`src/rtl/example_pkg.sv`:
```
// Shared types and constants for the etch-a-sketch demo top.
// Colour encoding: bit 2 = R, bit 1 = G, bit 0 = B.
package example_pkg;

  localparam int unsigned COLOR_WIDTH = 3;

  typedef logic [COLOR_WIDTH-1:0] color_t;

  localparam color_t COLOR_OFF = 3'd0;

  // Metastability guard depth for the raw button inputs.
  localparam int unsigned SYNC_DEPTH = 2;

  // Natural 3-bit overflow gives the 7 -> 0 wrap.
  function automatic color_t color_next(input color_t c);
    return c + color_t'(1);
  endfunction

endpackage

```
`src/rtl/debouncer.sv`:
```
// Button debouncer: synchronises one asynchronous button and flips its level only after it has
// held a new value for BOUNCE_TICKS cycles; rise pulses on the same edge as the 0->1 flip.
module debouncer
  import example_pkg::*;
#(
  parameter int unsigned BOUNCE_TICKS = 50
) (
  input  logic clk,
  input  logic rst_n,
  input  logic in,
  output logic level,
  output logic rise
);

  localparam int unsigned CntWidth = $clog2(BOUNCE_TICKS + 1);
  localparam logic [CntWidth-1:0] CntLast = CntWidth'(BOUNCE_TICKS - 1);

  logic [SYNC_DEPTH-1:0] sync_q;
  logic                  sync;
  logic [CntWidth-1:0]   cnt_q, cnt_d;
  logic                  level_q, level_d;
  logic                  flip;

  always_ff @(posedge clk or negedge rst_n) begin
    if (!rst_n) begin
      sync_q <= '0;
    end else begin
      sync_q <= {sync_q[SYNC_DEPTH-2:0], in};
    end
  end

  assign sync = sync_q[SYNC_DEPTH-1];
  assign flip = (sync != level_q) && (cnt_q == CntLast);

  // Any return to the debounced level restarts the count from zero.
  always_comb begin
    cnt_d   = cnt_q;
    level_d = level_q;
    if (sync == level_q) begin
      cnt_d = '0;
    end else if (flip) begin
      cnt_d   = '0;
      level_d = sync;
    end else begin
      cnt_d = cnt_q + CntWidth'(1);
    end
  end

  always_ff @(posedge clk or negedge rst_n) begin
    if (!rst_n) begin
      cnt_q   <= '0;
      level_q <= 1'b0;
    end else begin
      cnt_q   <= cnt_d;
      level_q <= level_d;
    end
  end

  assign level = level_q;
  assign rise  = flip & sync;

endmodule

```
`src/rtl/example_top.sv`:
```
// Etch-a-sketch demo top: two debounced buttons step (bit 1) or clear (bit 0) a colour index.
// Define RGB_ACTIVE_LOW_EN to drive common-anode LEDs (rgb inverted, resets to 3'b111).
module example_top
  import example_pkg::*;
#(
  parameter int unsigned BOUNCE_TICKS = 50
) (
  input  logic       clk,
  input  logic       rst_n,
  input  logic [1:0] buttons,
  output logic [2:0] rgb,
  output logic [1:0] leds
);

  logic   level_clr, rise_clr;
  logic   level_adv, rise_adv;
  color_t color_q, color_d;

  debouncer #(
    .BOUNCE_TICKS(BOUNCE_TICKS)
  ) u_deb_clr (
    .clk  (clk),
    .rst_n(rst_n),
    .in   (buttons[0]),
    .level(level_clr),
    .rise (rise_clr)
  );

  debouncer #(
    .BOUNCE_TICKS(BOUNCE_TICKS)
  ) u_deb_adv (
    .clk  (clk),
    .rst_n(rst_n),
    .in   (buttons[1]),
    .level(level_adv),
    .rise (rise_adv)
  );

  // Clear has priority when both presses land on the same edge.
  always_comb begin
    color_d = color_q;
    if (rise_clr) begin
      color_d = COLOR_OFF;
    end else if (rise_adv) begin
      color_d = color_next(color_q);
    end
  end

  always_ff @(posedge clk or negedge rst_n) begin
    if (!rst_n) begin
      color_q <= COLOR_OFF;
    end else begin
      color_q <= color_d;
    end
  end

`ifdef RGB_ACTIVE_LOW_EN
  assign rgb = ~color_q;
`else
  assign rgb = color_q;
`endif

  assign leds = {level_adv, level_clr};

endmodule

```
`config.mk`:
```
export PLATFORM = sky130hd
export DESIGN_NAME = example_top
export DESIGN_NICKNAME = d
export VERILOG_FILES = /design/src/rtl/example_pkg.sv /design/src/rtl/debouncer.sv /design/src/rtl/example_top.sv
export SDC_FILE = /design/constraint.sdc
export NUM_CORES = 1
export LEC_CHECK = 0
export CORE_MARGIN = 1.5
export CORE_UTILIZATION = 52
export DETAILED_ROUTE_END_ITERATION = 12
export DONT_BUFFER_PORTS = 1
export HOLD_SLACK_MARGIN = 0.08
export PLACE_DENSITY = 0.67
export SETUP_SLACK_MARGIN = 0.02
export SYNTH_ARGS = -nofsm -noshare
export SYNTH_HDL_FRONTEND = slang
export SYNTH_HIERARCHICAL = 1
export SYNTH_SLANG_ARGS = --single-unit
```
`constraint.sdc`:
```
create_clock -name clk -period 2.39 [get_ports clk]
set_clock_uncertainty 0.1 [all_clocks]
set_input_delay 0 -clock clk [delete_from_list [all_inputs] [get_ports clk]]
set_output_delay 0 -clock clk [all_outputs]
set_load 0.005 [all_outputs]
```
==> flow_summary_export.csv <==
group,metric,value,unit
floorplanning,die-area,2060,um^2
sta,finalSetupTns,0,ps
sta,worst_slew_pin_slew,933,ps
setup_path,worstSetupPathType,"flip-flop to flip-flop",
power_and_ir_drop,pwr-share-seq,65.7,%
setup_path,required,2460,ps
layout,final_area,1010,um^2
clock_tree,clk_pin_slew,110,ps
drt,routedWlPerCell,12.3,um
power_and_ir_drop,power_leakage,0.462,nW
synth,syn_inst,77,
min_path,hp-start,"buttons[0]",
sta,finalHoldViolations,0,
sta,finalCriticalPeriod,1690,ps
floorplanning,coreArea,1710,um^2
drt,drtPass1Iterations,4,
grt,grt_pass1_wl,2060,um
sta,setup_viol,0,
layout,diodes,0,
clock_tree,cts_made_buffers,3,
clock_tree,cts.sinks,21,
floorplanning,die_y,45.3,um
grt,overflow,0,
synth,synth_edf_count,0,
drt,vias,548,
synth,async_flop_share,100,%
clock_tree,htree_levels,1,
floorplanning,die_x,45.3,um
clock_tree,post_cts_resized,0,
grt,grt_pass1_vias,503,
power_and_ir_drop,p_switching,0.000133,W
placed_design,dpl.hpwl,966,um
setup_path,critPathLaunchType,"flip-flop",
placed_design,dpl.cell_count,101,
power_and_ir_drop,p_comb_share,5.7,%
synth,syn_nets,86,
setup_path,reg2reg_from,"u_deb_adv/cnt_q[1]",
synth,ys_seq_elements,21,
layout,drive_gt1_share,19.3,%
drt,via_per_inst,5.07,
synth,syn_area,932,um^2
synth,yosysSeqAreaShare,56.4,%
run_status,status,"complete, no violations",
sta,finalMaxSlewViolations,0,
clock_tree,clock_path_buffers,2,
setup_path,crit_fanout,4,
placed_design,io_buffers,0,
setup_path,cp-end-kind,"flip-flop",
floorplanning,initial_core_util,54.6,%
layout,postLayoutCoreUtil,59.3,%
grt,grt.total_usage,14.3,%
sta,fin_crit_sh,70.6,%
power_and_ir_drop,sw_frac_of_total,23.0,%
layout,nets,93,
synth,avgSynthCellArea,12.1,um^2
synth,yosysWarnings,6,
synth,synth_cell_types,21,
clock_tree,clk_latency,290,ps
grt,antenna_found_initial,0,
layout,synthToLayoutAreaGrowth,8.72,%
sta,rsz0062_at_grt,"no",
sta,clock.fmax,593,MHz
floorplanning,ios,9,
drt,ant_nets,0,
drt,routed_wl,1330,um
power_and_ir_drop,power_density,568,nW/um^2
sta,timing.slew.headroom,37.6,%
drt,drc,0,
layout,instances_no_fill,108,
drt,drtIter0Drc,5,
clock_tree,cts_root_buffer,"clkbuf_4",
placed_design,place_area,956,um^2
power_and_ir_drop,internal-power,0.000443,W
floorplanning,row_count,15,
synth,synth_ff_type,"dfrtp_1",
clock_tree,cts_tree,"built",
run,max_cap_violations,0,
setup_path,cp_data_arrival_time,1760,ps
grt,grt_max_degree,22,
power_and_ir_drop,pwr-share-clk,28.7,%
placed_design,globalplace.congestion,0.737,
power_and_ir_drop,worst_ir_drop_vdd,0.380,mV
min_path,hp-class,"input port to flip-flop",
setup_path,startpoint,"u_deb_adv/cnt_q[1]",
==> worst max-delay path, stage by stage (launching register included) <==
cell and delay (ps):
dfrtp_1 420, inv_1 60, ha_1 130, nand4b_1 160, nor4b_1 280, buf_4 190, mux2i_1 170, nor2_1 50
==> Yosys cell counts (2+ instances only) <==
cell type	n	area share, %
nand3_2	2	2.1
nand3_1	2	1.1
mux2_2	2	2.4
o21ai_0	2	1.1
dfrtp_1	21	56
inv_1	2	0.81
nor4b_1	2	1.9
or3_1	2	1.3
o21ai_2	2	1.9
nand2_2	2	1.3
nor2_1	14	5.6
nand4b_1	2	1.9
xnor2_1	3	2.8
xor2_1	6	5.6
ha_1	5	6.7
buf_4	2	1.6
a21oi_2	2	1.9
==> cell usage in the layout, fill, tap and decap left out <==
master | Yosys | layout
nor4b_1 | 2 | 2
xor2_1 | 6 | 6
clkbuf_4 | 0 | 3
clkinv_2 | 0 | 1
nand3_2 | 2 | 2
ha_1 | 5 | 5
o21ai_0 | 2 | 2
nand4b_1 | 2 | 2
or3_1 | 2 | 2
buf_4 | 2 | 1
nand2_2 | 2 | 2
inv_1 | 2 | 2
mux2_2 | 2 | 2
dlygate4sd3_1 | 0 | 3
a21bo_2 | 1 | 1
a21oi_2 | 2 | 2
a21oi_1 | 1 | 1
nand3_1 | 2 | 2
nand3b_1 | 1 | 1
xnor2_1 | 3 | 3
mux2i_1 | 1 | 1
dfrtp_1 | 21 | 21
nor2_1 | 14 | 14
o21ai_2 | 2 | 2
==> registers in the layout, indices dropped and copies added, names as in the netlist <==
| name | count |
|---|---|
| u_deb_adv/sync_q | 2 |
| u_deb_adv/level | 1 |
| u_deb_adv/cnt_q | 6 |
| u_deb_clr/level | 1 |
| rgb | 3 |
| u_deb_clr/sync_q | 2 |
| u_deb_clr/cnt_q | 6 |
==> per-stage QoR <==
step | total power, W | setup slack, ps | hold WS, ps
after floorplan | 0.000402 | 551 | -396
after CTS | 0.000585 | 675 | 139
after global placement | 0.000407 | 727 | -395
after detailed placement | 0.000407 | 710 | -395
final | 0.000576 | 703 | 157
after global routing | 0.000604 | 530 | 146
==> area by class of cell <==
cell class | instances | area [um^2]
fillers | 136 | 694
clock buffers | 3 | 22.5
multi-input cells | 52 | 384
well taps | 25 | 31.3
clock inverters | 1 | 5.00
inverters | 2 | 7.51
flip-flops and latches | 21 | 526
repair buffers | 4 | 37.5
==> power by group through the flow <==
stage          Sequential (W)  Clock, W  Combinational (W)
2_1_floorplan        0.000383         0          0.0000189
6_report             0.000378  0.000165          0.0000325
3_5_place_dp         0.000385         0          0.0000223
4_1_cts              0.000378  0.000173          0.0000333
3_3_place_gp         0.000384         0          0.0000222
5_1_grt              0.000380  0.000186          0.0000382
==> path summary, 6_finish.rpt <==
check | depth (start not counted) | to | slack [ps]
worst min-delay path | 1 | u_deb_clr/sync_q[0] | 160
max in group asynchronous | 1 | u_deb_clr/cnt_q[3] | 1450
worst min register to register | 0 | u_deb_adv/sync_q[1] | 260
min in group asynchronous | 1 | u_deb_adv/sync_q[1] | 180
worst max-delay path | 7 | rgb[1] | 700
worst max register to register | 7 | rgb[1] | 700
==> repair_timing <==
action / 4_1_cts / 5_1_grt
setup buffers: 0 / 0
hold endpoints to repair: 23 / 0
hold buffers: 3 / 0
setup endpoints to repair: 0 / 0
==> cells by family after synthesis <==
group	after synthesis	synth area share (%)
AO/OA/AOI/OAI	8	6.44
AND/OR/NAND/NOR	27	16.1
flip-flops	21	56.4
multiplexers	3	3.49
buffers and inverters	4	2.42
XOR/XNOR	9	8.46
adder cells (fa/ha/maj)	5	6.71
==> metal layers <==
| metal | part of all wire, % | vias up | track usage, % | wire length, um |
|---|---|---|---|---|
| met5 | 0 | - | 0 | 0 |
| met4 | 0.91 | 0 | 8.82 | 12 |
| met3 | 2.3 | 2 | 2.40 | 30 |
| met2 | 50 | 7 | 22.3 | 667 |
| met1 | 46 | 269 | 18.6 | 615 |
| li1 | - | 270 | - | - |
Power figures use the tool's default switching activity.
